==> config.mk <==
export PLATFORM = sky130hd
export DESIGN_NAME = nbcac_byte_packer_18
export DESIGN_NICKNAME = d
export VERILOG_FILES = /design/src/rtl/nbcac_byte_packer_18.sv
export SDC_FILE = /design/constraint.sdc
export NUM_CORES = 1
export LEC_CHECK = 0
export BUFFER_PORTS_ARGS = -buffer_cell sky130_fd_sc_hd__buf_4
export CORE_MARGIN = 1
export CORE_UTILIZATION = 50
export CTS_CLUSTER_SIZE = 14
export DETAILED_ROUTE_END_ITERATION = 7
export HOLD_SLACK_MARGIN = 0.06
export PLACE_DENSITY = 0.72
export RECOVER_POWER = 25
export REMOVE_ABC_BUFFERS = 1
export SETUP_SLACK_MARGIN = 0.15
export SKIP_LAST_GASP = 1
export SYNTH_ARGS = -nofsm -noshare
export SYNTH_HDL_FRONTEND = slang
export SYNTH_SLANG_ARGS = --single-unit
export TNS_END_PERCENT = 1
==> constraint.sdc <==
create_clock -name clock -period 5.35 [get_ports clock]
set_input_delay 1.605 -clock clock [delete_from_list [all_inputs] [get_ports clock]]
set_output_delay 1.605 -clock clock [all_outputs]
set_load 0.1 [all_outputs]
==> src/rtl/nbcac_byte_packer_18.sv <==
// Byte-to-18-bit LSB-first gearbox with zero-padding flush; a completed word is valid the cycle after its last byte.
// Backpressure: out_data/out_valid hold while out_ready is low; in_ready drops once a full word is waiting or a flush is pending.
module nbcac_byte_packer_18 (
    input  logic        clock,
    input  logic        rst_n,
    input  logic [7:0]  in_data,
    input  logic        in_valid,
    output logic        in_ready,
    input  logic        flush,
    output logic [17:0] out_data,
    output logic        out_valid,
    input  logic        out_ready,
    output logic [15:0] word_count
);

    logic [25:0] acc_q, acc_d;
    logic [4:0]  cnt_q, cnt_d;
    logic        flush_pend_q, flush_pend_d;
    logic [15:0] word_count_q, word_count_d;

    logic        in_fire;
    logic        out_fire;
    logic        full_word;
    logic [4:0]  base;
    logic [25:0] in_ext;

    assign full_word = (cnt_q >= 5'd18);
    assign out_valid = full_word | (flush_pend_q & (cnt_q != 5'd0));
    // Bits at and above cnt are kept zero, so a partial word is already padded.
    assign out_data  = acc_q[17:0];
    assign in_ready  = ~flush_pend_q & (~full_word | out_ready);
    assign word_count = word_count_q;

    assign in_fire  = in_valid & in_ready;
    assign out_fire = out_valid & out_ready;
    assign in_ext   = {18'd0, in_data};

    always_comb begin
        base         = cnt_q;
        acc_d        = acc_q;
        word_count_d = word_count_q;
        if (out_fire) begin
            base         = full_word ? (cnt_q - 5'd18) : 5'd0;
            acc_d        = acc_q >> 18;
            word_count_d = word_count_q + 16'd1;
        end
        // base never exceeds 17 when a byte lands, so cnt_d tops out at 25.
        if (in_fire) begin
            acc_d = acc_d | (in_ext << base);
        end
        cnt_d = base + (in_fire ? 5'd8 : 5'd0);

        flush_pend_d = flush_pend_q;
        if (cnt_d == 5'd0) begin
            flush_pend_d = 1'b0;
        end else if (flush && (cnt_q != 5'd0)) begin
            flush_pend_d = 1'b1;
        end
    end

    always_ff @(posedge clock or negedge rst_n) begin
        if (!rst_n) begin
            acc_q        <= 26'd0;
            cnt_q        <= 5'd0;
            flush_pend_q <= 1'b0;
            word_count_q <= 16'd0;
        end else begin
            acc_q        <= acc_d;
            cnt_q        <= cnt_d;
            flush_pend_q <= flush_pend_d;
            word_count_q <= word_count_d;
        end
    end

endmodule

# Word level (Yosys, flattened, before mapping)

Cells that the tools add are included.

Word-level logic and storage cells: 29
Input bits: 13
Register bits: 48

Mux-type cells: 7
Add/sub/neg operators: 3
$lt $le $gt $ge: 1
Shift-type cells: 1
Bitwise gates (word level): 9
Reduce and logical (&&, ||, !) cells: 4

Operators with widths:

| operator              | count |
|---|---|
| $mux 26               | 2 |
| $or 26x26->26         | 1 |
| $shl 8x5->26          | 1 |
| $add 16x1->16 const B | 1 |
| $mux 5                | 2 |
| $add 5x4->5           | 1 |
| $ge 5x5->1 const B    | 1 |
| $logic_not 5->1       | 1 |
| $reduce_bool 5->1     | 1 |
| $sub 5x5->5 const B   | 1 |
| $and 1x1->1           | 4 |
| $mux 4                | 1 |
| $mux 1                | 2 |
| $not 1->1             | 2 |
| $or 1x1->1            | 2 |
| $reduce_bool 2->1     | 1 |
| $logic_and 1x1->1     | 1 |

# Depth between registers and ports, before layout

Gate-level depths: netlist of run 1.

Word-level depth: 9
Gate-level depth with buffers: 11

# Worst setup path before layout of run 1

Ideal clock, no wire load.

Path type: input -> output
Start point: input out_ready
End point: output in_ready
Stages on the path: 3
Arrival: 3.107 ns
Setup slack: 0.638 ns
Required time: 3.745 ns
Cells stage by stage: buf_2 nor2_1 nor2_1

Word-level cells in the longest chain between the ends: 2

RTL lines:

| what        | RTL line | RTL |
|---|---|---|
| from (decl) | 12       | `input logic out_ready,` |
| $or 1x1->1  | 31       | `assign in_ready = ~flush_pend_q & (~full_word \| out_ready);` |
| $and 1x1->1 | 31       |  |
| to (decl)   | 8        | `output logic in_ready,` |

No other way between the ends.

# Worst setup path in the final report of run 1

Same ends and word-level chain as after synthesis.

==> flow_results.org, run 1 <==
** Global routing
- Entering global routing, the biggest net connects 49 pins.
- The via count of the first global-routing pass came to 2321.
- All-Layer GR Usage :: 23.71%
- The first global-routing pass estimated 11.28 mm of wire.
- The number of antenna violations at the first check in global routing is 0.
- Gr ovfl total :: 0

** Timing
- Slew at the pin closest to its max-slew limit :: 2.639 ns
- Number of hold violations in the final report :: 0
- Share of the clock period used by the worst path :: 71.36%
- Tmin final :: 3.818 ns
- RSZ-0062 raised after global routing :: no
- Layout Skew :: 0.006375 ns
- In the final timing run, aggregate negative setup slack is 0 ns.
- Setup-failing EPs final :: 0
- Highest attainable clock frequency :: 0.2619 GHz
- The max-slew violation count is 49.
- Headroom to the max-slew limit came out at -75.94%.

** Clock tree
- Hold buffer count at cts :: 0
- For this design, the sink count on the clock tree is 48.
- Worst-path clk slew :: 0.08 ns
- Post-CTS repair changed the size of 0 cells.
- The tree is rooted in a clkbuf_8.
- The H-tree was split into 2 levels.
- No sink is reached through more buffers than the 2 on the longest clock path.
- In this run the post-CTS setup repair buffer count came out at 0.
- Clk_lat worst skew :: 0.31 ns
- In this run, CTS created clock tree buffers numbering 5.
- TritonCTS clock tree :: yes

** Critical path
- In this run the critical register-to-register path is captured at acc_q[13]$_DFF_PN0_.
- Data on the critical path arrives at its endpoint at 2.21 ns.
- STA classifies the critical path startpoint as an input pin.
- The largest individual stage delay along the critical path comes from the cell buf_4.
- The startpoint identified for the worst register-to-register timing path is cnt_q[2]$_DFF_PN0_.
- On the critical path the largest part of the delay comes from buffers and inverters.
- Kind of critical path :: input pin to primary output
- Along the worst path, the maximum fanout reaches 11.
- FF-to-FF path depth :: 8
- Flop-to-flop setup slack :: 2.29 ns
- Counting both buffers and inverters, the worst setup path holds a total of 2.
- Series of cell instances along the critical path :: buf_4 > nor2_1 > nor2_1 > buf_4
- The largest single stage delay on the critical path is 0.29 ns.
- Element type at the critical path end :: primary output
- At the worst endpoint, the required time is 3.74 ns.

** Synth
- Summed over all instances, the cell type with the most area after synthesis is dfrtp_1.
- Main area contributors after synthesis :: dfrtp_1 41%, mux2i_1 5.5%, buf_4 5.4%
- Most used flip-flop cell after synthesis :: dfrtp_1
- Adder and majority cell fraction of the synthesized area :: 1.289%
- Share of the synthesized netlist area taken by xor and xnor gates :: 4.813%
- The synthesized netlist devotes 17.36% of its cell area to simple gates.
- Average instance area after synthesis :: 9.770 um2
- Share of the yosys chip area belonging to registers :: 41.25%
- Counting flops with a built-in enable in the synthesized netlist gives 0.
- Register bit count reported by yosys :: 48
- The commonest cells after synthesis are 48 x dfrtp_1, 38 x nand2_1, 29 x nor2_1.
- After synthesis, the share of flip-flops with an asynchronous set or reset is 100.0%.
- By area, the combinational part of the netlist is dominated by compound AO/OA/AOI/OAI gates.
- In this run the cell area of the synthesized design comes to 0.002912 mm2.
- Share of cell area taken by muxes after synthesis :: 7.821%
- After synthesis, the largest area contributor takes up 41.25% of total cell area.
- Most common cell in the synthesized netlist :: dfrtp_1
- Distinct cells, synth :: 56
- Compound-Gate Fraction of Synth Area :: 18.44%
- Instance count of the mapped netlist :: 298
- Total of warnings raised by yosys :: 0

** Layout
- Growth of design area from synthesis to finish :: 11.56%
- The number of antenna diodes in the final layout is 0.
- At the end of the flow, the number of nets in the layout was 342.
- Fraction of layout instances using a drive strength above 1 :: 24.77%

** Placement
- The count of buffers added on input and output ports is 48.
- After legalization and detailed placement, the total HPWL measured 4.863 mm.
- Final weighted congestion in routability-driven placement :: 0.9310

** Route
- DRT iter0 DRCs :: 150
- After detailed routing, the total wire length is 6.626 mm.
- # DRC :: 0
- Average via count per standard cell :: 5.885
- The first TritonRoute pass finished after 5 iterations.
- After detailed routing, the average wire length per cell comes to 16.61 um.
- Number of nets still failing antenna checks after routing :: 0
- Vias :: 2348

** Outcome
- The final reports fail on capacitance limit, slew limit.
- Status :: finished with violations

** Min path
- The worst hold path begins at word_count[15]$_DFFE_PN0P_.
- Hold Crit Depth :: 1
- Worst hold endpoint :: word_count[15]$_DFFE_PN0P_
- Path category of the worst min-delay check :: register to register

** Floorplan
- Io pins :: 49
- Initial core utilization :: 52.23%
- The die is 78.31 um tall.
- From left edge to right edge, the die measures 78.31 um.
- The die covers 0.006132 mm2.
- Std-Cell Core Area :: 0.005574 mm2
- Number of rows created at floorplan :: 27

** Flow run
- Across the run, the number of max-cap violations was 1.

** Pwr
- Power spread over the standard cell area amounts to 665.7 mW/mm2.
- Leakage power of the design :: 1.505 nW
- IR analysis of the VDD net gives a maximum drop of 375.7 uV.
- Overall power consumption after layout is estimated at 2.162 mW.
## power breakdown
group	leakage [nW]	internal [mW]	switching [mW]
registers	0.632	0.473	0.104
clock network	0.0445	0.105	0.123
logic	0.828	0.358	0.998
total	1.50	0.937	1.23
## worst reg2reg max path: stages, from the launching register on
cell and delay [ns]:
dfrtp_1 0.55, inv_1 0.08, ha_1 0.28, and2b_1 0.23
nor4_1 0.18, a311o_1 0.70, a21boi_0 0.58, nand4_1 0.16
a32oi_1 0.23
## sequential cells by signal, summed over array words and instances (netlist names)
| signal | count |
|---|---|
| cnt_q | 5 |
| acc_q | 26 |
| flush_pend_q | 1 |
| word_count | 16 |
## through the flow
step	hold slack, ns	area, um2	utilization [%]	setup slack, ns	std cells
floorplan	0.4510	2700	-	0.8430	270
global placement	0.4621	3158	56.66	1.540	391
detailed placement	0.4649	3158	56.66	1.526	391
CTS	0.4822	3252	58.34	1.528	399
global route	0.4926	3248	58.27	1.255	399
finish	0.4781	3248	58.27	1.532	399
## cells in the final DEF (no fill, tap or decap), types with 4 or more instances in the layout
cell	count
clkbuf_8	6
o21ai_0	7
xnor2_1	11
o211ai_1	7
a22oi_1	5
and2_1	4
or2_2	4
nor2_1	29
buf_4	48
nand2_1	38
o22ai_1	4
o21ai_1	6
o221ai_1	7
nand3_1	4
mux2i_1	16
dfrtp_1	48
inv_1	11
a21oi_1	5
xor2_1	5
nand4_1	5
## logic make-up (layout without fill, tap and decap cells)
family,after synthesis,in the layout
adder cells (fa/ha/maj),3,3
multiplexers,21,21
XOR/XNOR,16,16
buffers and inverters,41,70
flip-flops,48,48
AO/OA/AOI/OAI,67,67
AND/OR/NAND/NOR,102,102
## layout make-up
type / count / area [um2]
timing repair buffer: 49 / 364.1
fill: 498 / 2326
tap: 72 / 90.09
multi-input combinational: 209 / 1448
sequential: 48 / 1201
clock inverter: 1 / 7.507
clock buffer: 7 / 86.33
inverter: 13 / 51.30
## per-layer routing
| layer | vias up | part of all wire (%) | GRT usage [%] |
|---|---|---|---|
| li1 | 1115 | - | - |
| met1 | 1138 | 44 | 30.58 |
| met2 | 80 | 47 | 38.25 |
| met3 | 15 | 6.1 | 5.814 |
| met4 | 0 | 2.2 | 9.444 |
| met5 | - | 0 | 0 |
## worst max-delay path by stage
stage | slack [ns] | startpoint | to | depth (start not counted)
floorplan | 0.84 | out_ready | in_ready | 2
global placement | 1.54 | out_ready | in_ready | 4
detailed placement | 1.53 | out_ready | acc_q[13]$_DFF_PN0_ | 7
CTS | 1.53 | out_ready | in_ready | 4
global route | 1.25 | rst_n | acc_q[0]$_DFF_PN0_ | 1
finish | 1.53 | out_ready | in_ready | 4
Note: power is estimated with default switching activity, not from simulation.
==> run 2: changes to the inputs <==
Settings changed: PLACE_DENSITY 0.72 to 0.75.
Clock period 5.35 ns to 3.4 ns, I/O delays scaled along.
==> run 2 against run 1 <==
Compared with the run above: the flow now finishes without violations; register-to-register slack got worse by 1.6 ns; clock skew is 0.00084 ns lower; global-route usage is 0.77 points lower; critical path depth grew 3; sequential power rose by 56%; setup slack got worse by 1.3 ns; flip-flop and latch count unchanged; non-clock buffer count up 2; via count is 0.94% higher.
==> flow_results.org, run 2 (synthesized netlist as in run 1, its figures left out) <==
** Layout
- The flip-flop count of the largest register after layout came to 26 (unchanged).
- The count of fill cells added during filler insertion is 518 (was 498).
- Final cell count without fillers :: 400 (was 399)
- Total number of nets in the final design :: 344 (was 342)
- Utilization of the core after routing :: 58.54% (was 58.27%)
- Top library cells by usage in the layout, fill and taps aside: 50 x buf_4, 48 x dfrtp_1, 38 x nand2_1 (was 48 x dfrtp_1, 48 x buf_4, 38 x nand2_1).
- The synthesis-to-finish area growth is 12.08% (was 11.56%).
- The antenna cell count came to 0 (unchanged).
- Fraction of layout instances using a drive strength above 1 :: 25.91% (was 24.77%)
- Leaving out fill and tap cells, the most frequent cell in the layout is buf_4.
- The largest register by flop count was acc_q (unchanged).

** Min path
- The hold-critical path depth came to 1 (unchanged).
- Worst hold endpoint :: word_count[15]$_DFFE_PN0P_ (unchanged)
- Min-delay src :: word_count[15]$_DFFE_PN0P_ (unchanged)
- The path class of the lowest-slack min-delay path was register to register (unchanged).

** Clock tree
- Worst-path clk slew :: 0.08 ns (about the same)
- The buffer count from post-CTS setup fixing came to 0 (unchanged).
- The number of buffers added by the clock tree synthesis step came to 5 (unchanged).
- Maximum root-to-sink buffer count :: 2 (unchanged)
- The cell at the root of the clock tree is clkbuf_8 (unchanged).
- Clk sink count :: 48 (unchanged)
- The CTS tree was yes (unchanged).
- The clock latency reported for the late side of the worst-skew pair came to 0.30 ns (was 0.31 ns).
- The level count of the clock H-tree is 2 (unchanged).

** Route
- Number of nets still failing antenna checks after routing :: 0 (unchanged)
- The ratio of routed vias to standard cells came to 5.925 (was 5.885).
- # DRC :: 0 (unchanged)
- The routed via count is 2370 (was 2348).
- WL final :: 6.658 mm (was 6.626 mm)
- The first-iteration detailed-routing DRC count came to 129 (was 150).
- Routed wire per std cell :: 16.65 um (was 16.61 um)
- The number of iterations in the first detailed-routing pass came to 6 (was 5).

** Floorplan
- The area of the placeable core is 0.005574 mm2 (unchanged).
- Die X-Extent :: 78.31 um (unchanged)
- Height of the die :: 78.31 um (unchanged)
- Overall die area :: 0.006132 mm2 (unchanged)
- The count of standard-cell rows is 27 (unchanged).
- Initial core utilization :: 52.23% (unchanged)
- Io pins :: 49 (unchanged)

** Global routing
- Wire length of the first global-routing pass :: 10.98 mm (was 11.28 mm)
- Initial antenna violation count :: 0 (unchanged)
- The peak-usage layer in the global routing report was met2 (unchanged).
- Maximum number of pins on one net before global-route repair :: 49 (unchanged)
- The aggregate global-route resource usage is 22.94% (was 23.71%).
- The met1 capacity usage during global routing came to 30.72% (was 30.58%).
- The via count of the first global-routing pass was 2309 (was 2321).
- The global routing usage on met2 came to 37.28% (was 38.25%).
- The met3 routing resource usage after global routing came to 4.535% (was 5.814%).
- The global route total overflow is 0 (unchanged).

** Timing
- Number of hold violations in the final report :: 0 (unchanged)
- Layout Skew :: 0.005538 ns (was 0.006375 ns)
- Highest attainable clock frequency :: 0.3124 GHz
- The worst hold-check slack was 0.4785 ns (was 0.4781 ns).
- Setup-failing EPs final :: 0 (unchanged)
- Slew headroom :: 21.45% (was -75.94%)
- The clock period could shrink to 3.201 ns.
- RSZ-0062 raised after global routing: yes (was no).
- In the finished design, the share of the clock period the worst path needs comes to 94.15%.
- The actual slew at the worst max-slew pin is 1.178 ns (was 2.639 ns).
- Minimum setup slack in the final design :: 0.1989 ns (was 1.532 ns)
- Final total negative setup slack :: 0 ns (unchanged)
- Final count of pins violating max slew :: 0 (was 49)

** Critical path
- The capture instance of the worst register-to-register path is flush_pend_q$_DFFE_PN0P_ (was acc_q[13]$_DFF_PN0_).
- The depth of the most critical reg-to-reg path came to 9 (was 8).
- The type of destination of the critical path is a primary output (unchanged).
- The start-to-end type of the worst setup path is register to primary output (was input pin to primary output).
- Flop-to-flop setup slack :: 0.65 ns (was 2.29 ns)
- The critical path startpoint category is a register (was input pin).
- Worst reg2reg startpoint :: cnt_q[2]$_DFF_PN0_ (unchanged)
- The highest fanout seen on the critical path was 10 (was 11).
- Req. time, crit path :: 2.38 ns (was 3.74 ns)
- The critical path data arrival time is 2.18 ns (was 2.21 ns).

** Outcome
- Status :: complete, no violations (was finished with violations)

** Pwr
- The maximum ir drop on the vdd rail was 521.0 uV (was 375.7 uV).
- Power density normalized to cell area :: 1047 mW/mm2 (was 665.7 mW/mm2)
- The static leakage power is 1.521 nW (was 1.505 nW).

** Placement
- The setup slack after placement came to 0.1641 ns (was 1.526 ns).
- The routability congestion estimate from global placement was 0.9567 (was 0.9310).
- Detail Placement HPWL :: 4.898 mm (was 4.863 mm)
- Number of input and output port buffers inserted :: 48 (unchanged)
- Number of cells in the design after placement :: 393 (was 391)

** Flow run
- Number of max-capacitance violations reported :: 0 (was 1)
==> run 2: cell count changes in the layout (fill, tap and decap cells not counted) <==
cell / previous run / this run
clkbuf_1: 2 / 0
clkinvlp_4: 1 / 0
a311o_2: 0 / 1
a311o_1: 1 / 0
clkinv_4: 0 / 1
buf_4: 48 / 50
clkbuf_2: 0 / 1
==> run 2: layout make-up <==
type	count	area, um2	share of cell area [%]
clock buffers	6	82.58	2.531
clock inverters	1	8.758	0.2684
inverters	13	51.30	1.572
multi-input cells	209	1449	44.40
flip-flops and latches	48	1201	36.81
well taps	72	90.09	2.761
repair buffers	51	380.4	11.66
==> run 2: power by group <==
group	total, mW	internal, mW	switching [mW]	leakage [nW]
clock network	0.351	0.162	0.189	0.0473
registers	0.901	0.745	0.156	0.632
logic	2.16	0.573	1.59	0.842
total	3.42	1.48	1.94	1.52
==> run 2: repair_timing <==
action,CTS,global route
setup endpoints to repair,0,2
resized for setup,0,1
hold buffers,0,0
==> run 2: how the worst max path moves through the flow <==
| stage | from | end | depth (start not counted) |
|---|---|---|---|
| after floorplan | cnt_q[2]$_DFF_PN0_ | in_ready | 6 |
| after global placement | out_ready | acc_q[13]$_DFF_PN0_ | 7 |
| after detailed placement | out_ready | acc_q[13]$_DFF_PN0_ | 7 |
| after CTS | cnt_q[2]$_DFF_PN0_ | in_ready | 7 |
| after global routing | cnt_q[2]$_DFF_PN0_ | in_ready | 7 |
| final | cnt_q[2]$_DFF_PN0_ | in_ready | 7 |
==> run 2: layer usage <==
layer  share of wire, %  vias up  wire length (um)
met2                 47      115              3121
met4                1.5        0               100
li1                   -     1108                 -
met5                  0        -                 0
met1                 44     1136              2921
met3                7.7       11               514
==> run 2: worst max-delay path, cell delays in order, from the launching register on <==
cell	delay (ns)
dfrtp_1	0.50
inv_1	0.11
ha_1	0.29
nand2b_2	0.16
o21ai_2	0.31
nor2_1	0.10
nor2_1	0.10
buf_4	0.29
==> run 2: through the flow <==
| step | instance area, um2 | power [mW] |
|---|---|---|
| 2_1_floorplan | 2700 | 2.575 |
| 5_1_grt | 3263 | 3.599 |
| 3_3_place_gp | 3173 | 3.052 |
| 4_1_cts | 3264 | 3.422 |
| 6_report | 3263 | 3.415 |
| 3_5_place_dp | 3173 | 3.067 |
